[src/rtl/div_issue_queue.sv]
`default_nettype none
// ============================================================================
//  Module      : div_issue_queue
//  Description : Request front-end for the multi-cycle iterative divider.
//                Tagged division requests are buffered in a small FIFO and
//                issued one at a time over the divider's start/busy
//                handshake. The divider's result pulse is then returned
//                together with the original tag, in request order.
//                Divide-by-zero is resolved locally without involving the
//                divider, because the divider never flags it.
//  Revision    : 1.0 - initial release
// ----------------------------------------------------------------------------
//  Ports
//    clk_in            : system clock
//    rst_in            : asynchronous active-high reset (shared with divider)
//    req_valid_in      : upstream request strobe
//    req_ready_out     : FIFO can accept a request this cycle
//    req_dividend_in   : request dividend
//    req_divisor_in    : request divisor
//    req_tag_in        : request tag
//    div_dividend_out  : dividend presented to the divider (held)
//    div_divisor_out   : divisor presented to the divider (held)
//    div_valid_out     : one-cycle start pulse to the divider
//    div_busy_in       : divider busy
//    div_valid_in      : divider result pulse
//    div_quotient_in   : divider quotient
//    div_remainder_in  : divider remainder
//    res_valid_out     : one-cycle result pulse
//    res_quotient_out  : result quotient (held between pulses)
//    res_remainder_out : result remainder (held between pulses)
//    res_tag_out       : tag of the returned request (held)
//    res_error_out     : divisor was zero (held until next result)
//    count_out         : FIFO occupancy
// ============================================================================
module div_issue_queue #(
    parameter int WIDTH = 64,
    parameter int DEPTH = 4,
    parameter int TAG_W = 4
) (
    input  logic                       clk_in,
    input  logic                       rst_in,
    input  logic                       req_valid_in,
    output logic                       req_ready_out,
    input  logic [WIDTH-1:0]           req_dividend_in,
    input  logic [WIDTH-1:0]           req_divisor_in,
    input  logic [TAG_W-1:0]           req_tag_in,
    output logic [WIDTH-1:0]           div_dividend_out,
    output logic [WIDTH-1:0]           div_divisor_out,
    output logic                       div_valid_out,
    input  logic                       div_busy_in,
    input  logic                       div_valid_in,
    input  logic [WIDTH-1:0]           div_quotient_in,
    input  logic [WIDTH-1:0]           div_remainder_in,
    output logic                       res_valid_out,
    output logic [WIDTH-1:0]           res_quotient_out,
    output logic [WIDTH-1:0]           res_remainder_out,
    output logic [TAG_W-1:0]           res_tag_out,
    output logic                       res_error_out,
    output logic [$clog2(DEPTH+1)-1:0] count_out
);

    // ------------------------------------------------------------------------
    // Constants
    // ------------------------------------------------------------------------
    localparam int c_PTR_W = (DEPTH > 1) ? $clog2(DEPTH) : 1;
    localparam int c_CNT_W = $clog2(DEPTH + 1);

    localparam logic [c_CNT_W-1:0] c_CNT_FULL  = c_CNT_W'(DEPTH);
    localparam logic [c_CNT_W-1:0] c_CNT_ONE   = c_CNT_W'(1);
    localparam logic [c_PTR_W-1:0] c_PTR_ONE   = c_PTR_W'(1);
    localparam logic [WIDTH-1:0]   c_ALL_ONES  = {WIDTH{1'b1}};

    localparam logic [0:0] c_ST_IDLE = 1'b0;
    localparam logic [0:0] c_ST_WAIT = 1'b1;

    // ------------------------------------------------------------------------
    // FIFO storage and bookkeeping
    // ------------------------------------------------------------------------
    logic [WIDTH-1:0]   r_mem_dividend [DEPTH];
    logic [WIDTH-1:0]   r_mem_divisor  [DEPTH];
    logic [TAG_W-1:0]   r_mem_tag      [DEPTH];

    logic [c_PTR_W-1:0] r_wr_ptr;
    logic [c_PTR_W-1:0] r_rd_ptr;
    logic [c_CNT_W-1:0] r_count;

    logic [0:0]         r_state;
    logic [0:0]         w_state_next;

    logic [TAG_W-1:0]   r_tag;        // tag of the request inside the divider

    logic               w_push;
    logic               w_pop;
    logic               w_issue;      // pop with a non-zero divisor
    logic               w_zero_res;   // pop with a zero divisor
    logic               w_div_res;    // divider result captured in WAIT

    logic [WIDTH-1:0]   w_head_dividend;
    logic [WIDTH-1:0]   w_head_divisor;
    logic [TAG_W-1:0]   w_head_tag;
    logic               w_head_zero;

    // Ready depends only on the registered count: a pop in the same cycle
    // does not open a slot for a push while the FIFO is full.
    assign req_ready_out = (r_count != c_CNT_FULL);
    assign w_push        = req_valid_in && req_ready_out;
    assign count_out     = r_count;

    // Head of the FIFO. Only written entries are ever read, because a pop
    // requires a non-zero registered count (no write-through bypass).
    assign w_head_dividend = r_mem_dividend[r_rd_ptr];
    assign w_head_divisor  = r_mem_divisor[r_rd_ptr];
    assign w_head_tag      = r_mem_tag[r_rd_ptr];
    assign w_head_zero     = (w_head_divisor == '0);

    // Storage array carries no reset: occupancy is tracked by the pointers
    // and the count, so stale contents are never observed.
    always_ff @(posedge clk_in) begin
        if (w_push) begin
            r_mem_dividend[r_wr_ptr] <= req_dividend_in;
            r_mem_divisor[r_wr_ptr]  <= req_divisor_in;
            r_mem_tag[r_wr_ptr]      <= req_tag_in;
        end
    end

    // Pointers wrap naturally because DEPTH is a power of two.
    always_ff @(posedge clk_in or posedge rst_in) begin
        if (rst_in) begin
            r_wr_ptr <= '0;
            r_rd_ptr <= '0;
            r_count  <= '0;
        end else begin
            if (w_push) begin
                r_wr_ptr <= r_wr_ptr + c_PTR_ONE;
            end
            if (w_pop) begin
                r_rd_ptr <= r_rd_ptr + c_PTR_ONE;
            end
            unique case ({w_push, w_pop})
                2'b10:   r_count <= r_count + c_CNT_ONE;
                2'b01:   r_count <= r_count - c_CNT_ONE;
                default: r_count <= r_count;
            endcase
        end
    end

    // ------------------------------------------------------------------------
    // Control FSM: state register
    // ------------------------------------------------------------------------
    always_ff @(posedge clk_in or posedge rst_in) begin
        if (rst_in) begin
            r_state <= c_ST_IDLE;
        end else begin
            r_state <= w_state_next;
        end
    end

    // ------------------------------------------------------------------------
    // Control FSM: next-state logic
    // ------------------------------------------------------------------------
    always_comb begin
        w_state_next = r_state;
        unique case (r_state)
            c_ST_IDLE: begin
                // Zero-divisor pops are answered locally and stay in IDLE.
                if (w_issue) begin
                    w_state_next = c_ST_WAIT;
                end
            end
            c_ST_WAIT: begin
                if (div_valid_in) begin
                    w_state_next = c_ST_IDLE;
                end
            end
            default: w_state_next = c_ST_IDLE;
        endcase
    end

    // ------------------------------------------------------------------------
    // Control FSM: output decode
    // ------------------------------------------------------------------------
    always_comb begin
        w_pop      = 1'b0;
        w_issue    = 1'b0;
        w_zero_res = 1'b0;
        w_div_res  = 1'b0;
        unique case (r_state)
            c_ST_IDLE: begin
                // A result pulse from the divider while idle is ignored.
                w_pop      = (r_count != '0) && !div_busy_in;
                w_issue    = w_pop && !w_head_zero;
                w_zero_res = w_pop && w_head_zero;
            end
            c_ST_WAIT: begin
                w_div_res  = div_valid_in;
            end
            default: begin
                w_pop = 1'b0;
            end
        endcase
    end

    // ------------------------------------------------------------------------
    // Registered outputs toward the divider and the result consumer.
    // All data outputs hold their values between pulses.
    // ------------------------------------------------------------------------
    always_ff @(posedge clk_in or posedge rst_in) begin
        if (rst_in) begin
            div_valid_out     <= 1'b0;
            div_dividend_out  <= '0;
            div_divisor_out   <= '0;
            r_tag             <= '0;
            res_valid_out     <= 1'b0;
            res_quotient_out  <= '0;
            res_remainder_out <= '0;
            res_tag_out       <= '0;
            res_error_out     <= 1'b0;
        end else begin
            div_valid_out <= w_issue;
            res_valid_out <= w_zero_res || w_div_res;

            if (w_issue) begin
                div_dividend_out <= w_head_dividend;
                div_divisor_out  <= w_head_divisor;
                r_tag            <= w_head_tag;
            end

            if (w_zero_res) begin
                // Divide-by-zero convention: all-ones quotient, dividend
                // passed through as the remainder.
                res_quotient_out  <= c_ALL_ONES;
                res_remainder_out <= w_head_dividend;
                res_tag_out       <= w_head_tag;
                res_error_out     <= 1'b1;
            end else if (w_div_res) begin
                res_quotient_out  <= div_quotient_in;
                res_remainder_out <= div_remainder_in;
                res_tag_out       <= r_tag;
                res_error_out     <= 1'b0;
            end
        end
    end

endmodule
`default_nettype wire

[config.mk]
export PLATFORM = sky130hd
export DESIGN_NAME = div_issue_queue
export DESIGN_NICKNAME = d
export VERILOG_FILES = /design/src/rtl/div_issue_queue.sv
export SDC_FILE = /design/constraint.sdc
export NUM_CORES = 1
export LEC_CHECK = 0
export CAP_MARGIN = 10
export CORE_MARGIN = 5
export CORE_UTILIZATION = 50
export CTS_CLUSTER_DIAMETER = 40
export CTS_CLUSTER_SIZE = 20
export DETAILED_ROUTE_END_ITERATION = 8
export PLACE_DENSITY = 0.84
export SLEW_MARGIN = 20
export SYNTH_ARGS = -nofsm -noshare
export SYNTH_HDL_FRONTEND = slang
export SYNTH_SLANG_ARGS = --single-unit
[constraint.sdc]
create_clock -name clk_in -period 11.1 [get_ports clk_in]
set_clock_uncertainty 0.2 [all_clocks]
set_input_delay 2.22 -clock clk_in [delete_from_list [all_inputs] [get_ports clk_in]]
set_output_delay 2.22 -clock clk_in [all_outputs]
set_load 0.02 [all_outputs]
# Word-level counts from Yosys, hierarchy flattened

Memory sizes are Yosys's and may differ from the RTL's.
Index checks and enable logic that the tools add are counted.

Register bits after elaboration: 275
Bits in latches: 0
Bits in writable memories: 528
Bits in read-only memories: 0
Input bits: 265
Output and inout port bits: 267
Word-level logic and storage cells: 53
Memories: 3

Add/sub/neg operators: 4
Multipliers: 0
Divide/modulo/power cells: 0
$lt $le $gt $ge: 0
Equal/unequal tests: 3
Shift operators: 0
Muxes and demuxes: 18
Bitwise gates (word level): 1
Reductions and logical operators: 11

Memories:

| name           | depth | width | read ports | clocked after memory_dff | wr ports | line | RTL |
|---|---|---|---|---|---|---|---|
| r_mem_dividend | 4     | 64    | 1          | 0                        | 1        | 79   | `logic [WIDTH-1:0] r_mem_dividend [DEPTH];` |
| r_mem_divisor  | 4     | 64    | 1          | 0                        | 1        | 80   | `logic [WIDTH-1:0] r_mem_divisor [DEPTH];` |
| r_mem_tag      | 4     | 4     | 1          | 0                        | 1        | 81   | `logic [TAG_W-1:0] r_mem_tag [DEPTH];` |

Operators with widths:

| operator                                                               | count |
|---|---|
| 64-bit two-way mux                                                     | 4 |
| 64-bit zero test                                                       | 1 |
| 1-bit two-way mux                                                      | 10 |
| 4-bit two-way mux                                                      | 2 |
| 3-bit case mux with 2 select lines                                     | 1 |
| 2-bit by 1-bit adder with 2-bit output (second input constant)         | 2 |
| 1-bit logical AND                                                      | 4 |
| 2-bit nonzero test                                                     | 2 |
| 3-bit by 1-bit adder with 3-bit output (second input constant)         | 1 |
| 3-bit inequality test (second input constant)                          | 1 |
| 3-bit nonzero test                                                     | 1 |
| 3-bit by 1-bit subtractor with 3-bit output (second input constant)    | 1 |
| 2-bit by 1-bit equality test with 1-bit output (second input constant) | 1 |
| 2-bit equality test (second input constant)                            | 1 |
| 1-bit zero test                                                        | 2 |
| 1-bit case mux with 2 select lines                                     | 1 |
| 1-bit logical OR                                                       | 1 |
| 1-bit NOT                                                              | 1 |

# Longest topological paths before layout

Gate-level depths: netlist of run 1.
An unclocked memory read counts as a cell.

Word-level depth: 7
Depth in mapped cells: 11
Mapped depth without buffers: 10

# Worst setup path after synthesis of run 1

No wires, ideal clock.

Kind: input -> register
Start point: input port req_valid_in
End point: memory r_mem_dividend[0][0], enable pin
Data arrival time: 5.291 ns
Data required time: 10.392 ns
Slack: 5.101 ns
Stages on the path: 1
Cell sequence: and3_1

Longest elaborated chain between the ends: 3

RTL lines:

| what                                    | line | RTL |
|---|---|---|
| start, declared                         | 42   | `input logic req_valid_in,` |
| 1-bit logical AND                       | 106  | `assign w_push = req_valid_in && req_ready_out;` |
| 1-bit two-way mux                       | 119  | `if (w_push) begin` |
| 1-bit two-way mux (not written as such) | 120  | `r_mem_dividend[r_wr_ptr] <= req_dividend_in;` |
| end, declared                           | 79   |  |

No other way between the ends.

# Worst setup path after layout of run 1

Start point: register r_rd_ptr[1]
End point: register res_remainder_out[58]

Longest elaborated chain between the ends: 5
Elaborated cells on any way between the ends: 7
Classes of those cells: mux: 2; reduce/logical: 3; memory: 2

RTL lines:

| what                                                     | line | RTL |
|---|---|---|
| start, declared                                          | 84   | `logic [c_PTR_W-1:0] r_rd_ptr;` |
| start signal, assigned                                   | 137  | `r_rd_ptr <= r_rd_ptr + c_PTR_ONE;` |
| memory 4 x 64 bit                                        | -    |  |
| 64-bit zero test                                         | 114  | `assign w_head_zero = (w_head_divisor == '0);` |
| 1-bit logical AND                                        | 192  | `w_zero_res = w_pop && w_head_zero;` |
| 1-bit two-way mux                                        | 187  | `unique case (r_state)` |
| 64-bit two-way mux or 2-bit nonzero test (tied branches) | -    |  |
| end signal, assigned                                     | 232  | `res_remainder_out <= w_head_dividend;` |
| end signal, assigned                                     | 237  | `res_remainder_out <= div_remainder_in;` |
| end, declared                                            | 56   | `output logic [WIDTH-1:0] res_remainder_out,` |

Parallel ways exist; a longest one is shown, timed or not.
A chain may end at the register's enable or synchronous reset.

==> run metrics, run 1 <==
CP Capture Type=flip-flop; HP Class=reg -> reg; combinational family with the most area after synthesis=multiplexers; Post-DP HPWL=48900 um; Gate power share=35.0%; post-synthesis cell type count=27; fin crit share=53.3%; Critical Path Fanout Max=96; Net Sw Frac=33.1%; Initial Utilization=50.6%; synthesis-stage register bit count=803; Switch Pwr=4.01 mW; Clock transition at path regs=0.06 ns; Clock Sink Count=803; Worst Max-Slew Pin Slew=1.12 ns; layout cells sized above 1=23.2%; Reg power frac=38.3%; nets=2518; global route total overflow=0; worst-case clock buffer depth=3; LEAKAGE=15.2 nW; crit path kind=reg -> reg; CP Launch Type=flip-flop; Mapped Area=30600 um^2; Slew Viols, Final=0; FF-to-FF End=res_remainder_out[58]; Mapped Nets=1952; PortBufs=531; most common cell after layout, fill and taps aside=clkdlybuf4s50_1; mux cell area share after synthesis=17.9%; Mean Syn Cell Area=18.2 um^2; Ys Warns=0; RSZ-0062 raised after global routing=false; clock buffer count from CTS=100; pwr dens=301 nW/um^2; Avg WL per Cell=24.2 um; die area=66200 um^2; routability cong.=0.812; status=finished clean; synthesized instance count=1681; Vias=17.5k; Total Routed Length=75900 um; area delta synth->final=31.6%; Synth Area in Compound Gates=0.0409%; grt met1 use=28.1%; Clock Power Share=26.7%; max cap viols=0; top cells by area, synth=edfxtp_1 52%, dfrtp_1 23%, mux4_2 9.7%; worst-skew pair later-pin latency=0.66 ns; area leader, netlist=edfxtp_1; sequential-to-total area share from yosys stat=74.4%; Register-to-Register Path Depth=8; CTS tree=done; worst reg2reg setup slack=5.18 ns; Min-Delay Path Depth=2; Max-slew headroom=25.5%; XOR/XNOR Fraction of Synth Area=0.172%; CTS Hold Bufs=0; initial antenna violation count=27; # DRC=0; Int Pwr=8.09 mW; Max Clk Rate=0.169 GHz; largest net degree at the start of global routing=141; first-pass GRT wire length=115000 um; Synth top area share=51.9%; worst r2r src=r_rd_ptr[1]; GR Util met3=7.30%; HP Start=res_error_out; PostCTS Resize Cnt=0; number of global-route vias before repair=18.6k; CP arrival=6.21 ns; cell area after layout=40200 um^2; final setup vio count=0; aggregate global-route resource usage=22.8%; worst path required time=11.39 ns; DRT Pass-1 Iters=7; post-CTS setup buffer count=0; final antenna-violating net count=0; IR drop worst, VDD=0.216 mV; core footprint=60500 um^2; Synth Area in Adders=0.270%; First DRT Iteration DRCs=1354; GR Layer Usage met2=38.0%; gr busiest metal=met2; Tmin final=5.92 ns; Pwr Total=12.1 mW; Placed Area=36700 um^2; simple-gate share of the synthesized area=5.84%; die width=257 um; most frequent cells in the layout=531 x clkdlybuf4s50_1, 528 x edfxtp_1, 337 x nand2_1; WHS Endpoint=res_error_out; CTS H-Tree Depth=3; Final Hold Violating Endpoints=0; FP Rows=90; Ports=532; Via density=5.57; clk root buf=clkbuf_16; Die H=257 um; Setup TNS=0 ns
[state kept, by name, indices dropped and copies added, names as in the netlist]
name / cells
res_quotient_out: 64
r_wr_ptr: 2
div_dividend_out: 64
count_out: 3
r_rd_ptr: 2
res_tag_out: 4
res_error_out: 1
r_mem_divisor: 256
div_divisor_out: 64
r_tag: 4
div_valid_out: 1
r_mem_dividend: 256
res_valid_out: 1
res_remainder_out: 64
r_mem_tag: 16
r_state: 1
[metrics by stage]
stage | util, % | cells | setup slack, ns | hold slack [ns]
CTS | 66.4 | 3115 | 5.09 | 0.278
finish | 66.5 | 3136 | 5.18 | 0.280
floorplan | - | 1681 | 1.10 | 0.280
detailed placement | 60.7 | 2925 | 5.19 | 0.263
global placement | 60.6 | 2923 | 5.19 | 0.262
global route | 66.5 | 3131 | 4.90 | 0.318
[worst max-delay path, cell delays in order (launching register included)]
cell     delay [ns]
dfrtp_4        0.88
buf_4          0.74
mux4_2         0.43
nor4_1         0.60
nand4_1        0.32
nor4_1         0.71
nand2_4        0.59
buf_4          0.60
mux2_2         0.45
[logic make-up (layout without fill, tap and decap cells)]
| group | count (synthesis) | after routing |
|---|---|---|
| multiplexers | 333 | 333 |
| flip-flops | 803 | 803 |
| XOR/XNOR | 6 | 6 |
| AO/OA/AOI/OAI | 2 | 2 |
| adder cells (fa/ha/maj) | 6 | 6 |
| other | 0 | 19 |
| AND/OR/NAND/NOR | 435 | 435 |
| buffers and inverters | 96 | 750 |
[worst max-delay path by stage]
stage / slack, ns / end / depth (start not counted) / start
after floorplan: 1.10 / count_out[0] / 1 / rst_in
after global placement: 5.19 / res_remainder_out[58] / 8 / r_rd_ptr[0]
after detailed placement: 5.19 / res_remainder_out[58] / 8 / r_rd_ptr[0]
after CTS: 5.09 / res_remainder_out[58] / 8 / r_rd_ptr[0]
after global routing: 4.90 / res_remainder_out[58] / 8 / r_rd_ptr[1]
final: 5.18 / res_remainder_out[58] / 8 / r_rd_ptr[1]
[synth_stat cells, drive strengths merged]
cell,instances
nand4,4
nand2,339
ha,5
fa,1
buf,36
edfxtp,528
clkbuf,52
xnor2,3
and2,2
nor3,2
a21o,1
dfrtp,275
nor2,1
inv,8
o21ai,1
mux4,132
nor4,17
mux2i,1
xor2,3
nand3,65
and3,4
mux2,200
nor2b,1
[area by class of cell]
cell class,instances,area [um^2]
fillers,3776,20200
multi-input cells,782,7440
flip-flops and latches,803,22700
clock buffers,107,2560
inverters,8,42.5
diodes,19,47.5
clock inverters,83,870
well taps,782,978
repair buffers,552,5560
[power groups by stage]
| stage | clock [mW] | sequential [mW] | combinational [mW] |
|---|---|---|---|
| 4_1_cts | 3.29 | 4.64 | 4.28 |
| 2_1_floorplan | 0 | 5.16 | 1.92 |
| 3_3_place_gp | 0 | 4.63 | 4.13 |
| 5_1_grt | 3.44 | 4.73 | 4.49 |
| 6_report | 3.23 | 4.64 | 4.23 |
| 3_5_place_dp | 0 | 4.68 | 4.24 |
[layer usage]
metal / wire length (um) / vias to the layer above / part of all wire (%)
li1: - / 7555 / -
met1: 27800 / 8999 / 37
met2: 38900 / 723 / 51
met3: 6450 / 174 / 8.5
met4: 2530 / 20 / 3.3
met5: 121 / - / 0.16
No activity file was read; power rests on OpenSTA's default activity.
==> inputs of run 2 (changes only) <==
==> constraint.sdc (replaced) <==
create_clock -name clk_in -period 5.9 [get_ports clk_in]
set_clock_uncertainty 0.2 [all_clocks]
set_input_delay 1.18 -clock clk_in [delete_from_list [all_inputs] [get_ports clk_in]]
set_output_delay 1.18 -clock clk_in [all_outputs]
set_load 0.02 [all_outputs]
==> run 2 against run 1 <==
Utilization up 0.28 points; power up 90%; sequential share of layout area down 0.24 points; sequential power up 88%; global-route usage up 0.16 points; highest routed layer unchanged.
==> run metrics, run 2 (synthesized netlist as in run 1, its figures left out) <==
clk root buf=clkbuf_16; die width=257 um; CTS tree=done; final antenna-violating net count=0; FP Rows=90; Via density=5.58; Pwr Total=23.0 mW; WL met3=6090 um; top sig layer=met5; Layout Cells excl Fill=3134; CP arrival=4.89 ns; First DRT Iteration DRCs=1483; area delta synth->final=32.2%; clock buffer count from CTS=98; HP Class=reg -> reg; CTS H-Tree Depth=3; Worst Max-Slew Pin Slew=0.909 ns; global route total overflow=0; Ports=532; # DRC=0; first-pass GRT wire length=117000 um; Clock Sink Count=803; Tmin final=4.59 ns; LEAKAGE=15.3 nW; DRT Pass-1 Iters=5; Slew Viols, Final=0; Max Clk Rate=0.218 GHz; nets=2520; Total Routed Length=77500 um; IR drop worst, VDD=0.395 mV; area of the multi-input gates=7440 um^2; Setup TNS=0 ns; initial antenna violation count=25; PortBufs=531; worst-case clock buffer depth=3; most frequent cells in the layout=531 x clkdlybuf4s50_1, 528 x edfxtp_1, 337 x nand2_1; routability cong.=0.820; largest net degree at the start of global routing=130; Clock transition at path regs=0.06 ns; post-CTS setup buffer count=0; max cap viols=0; status=finished clean; Avg WL per Cell=24.7 um; Die H=257 um; M1 WL=29200 um; core footprint=60500 um^2; worst path required time=6.20 ns; crit path kind=reg -> reg; aggregate global-route resource usage=22.9%; Max-slew headroom=39.4%; worst-skew pair later-pin latency=0.63 ns; number of global-route vias before repair=18.6k; pwr dens=570 nW/um^2; RSZ-0062 raised after global routing=false; die area=66200 um^2; met2 wire length=39400 um; sequential cell area=22700 um^2; CP Launch Type=flip-flop; Initial Utilization=50.6%; fillcell total=3795; Post-DP HPWL=48400 um; most common cell after layout, fill and taps aside=clkdlybuf4s50_1; largest registers=r_mem_dividend x256, r_mem_divisor x256; final setup vio count=0; PostCTS Resize Cnt=0; dpl cells=2930; Critical Path Fanout Max=55; CTS Hold Bufs=0; CP Capture Type=flip-flop; Vias=17.5k; layout cells sized above 1=23.3%; fin crit share=77.8%; Final Hold Violating Endpoints=0
-- run 2: layout make-up --
cell class                      instances  area share [%]
Antenna cell                           19           0.118
Clock buffer                          108            6.29
Clock inverter                         76            2.39
Inverter                                8          0.0836
Multi-Input combinational cell        782            18.4
Sequential cell                       803            56.3
Tap cell                              782            2.42
Timing Repair Buffer                  556            14.0
-- run 2: final timing paths --
check	from	endpoint	slack (ns)	depth (start not counted)
worst max register to register	r_rd_ptr[0]	res_remainder_out[25]	1.31	9
max in group asynchronous	rst_in	r_rd_ptr[0]	3.49	3
min in group asynchronous	rst_in	res_quotient_out[19]	0.79	2
worst min register to register	res_error_out	res_error_out	0.29	2
worst min-delay path	res_error_out	res_error_out	0.29	2
worst max-delay path	r_rd_ptr[0]	res_remainder_out[25]	1.31	9
-- run 2: per-stage QoR --
step	setup slack (ns)	instance area, um^2	util (%)	hold WS (ns)
2_1_floorplan	0.883	30600	-	0.280
5_1_grt	1.05	40400	66.8	0.307
6_report	1.31	40400	66.8	0.291
4_1_cts	1.28	40300	66.7	0.287
3_5_place_dp	1.34	36800	60.9	0.273
3_3_place_gp	1.33	36800	60.9	0.263
-- run 2: routing by layer --
| layer | GRT usage (%) | vias up |
|---|---|---|
| li1 | - | 7511 |
| met1 | 29.3 | 9018 |
| met2 | 37.9 | 786 |
| met3 | 6.02 | 158 |
| met4 | 9.20 | 10 |
| met5 | 0 | - |
-- run 2: where the power goes --
part | total [mW] | switching [mW] | internal [mW]
clock | 6.28 | 2.55 | 3.73
sequential | 8.73 | 0.925 | 7.80
combinational | 8.04 | 4.10 | 3.94
-- run 2: worst max-delay path, cell delays in order (launching register included) --
cell	delay [ns]
dfrtp_4	0.71
buf_12	0.36
mux4_2	0.58
nor4_1	0.46
nand4_1	0.31
nor4_1	0.33
buf_4	0.21
nand2_4	0.39
buf_12	0.39
mux2_2	0.35
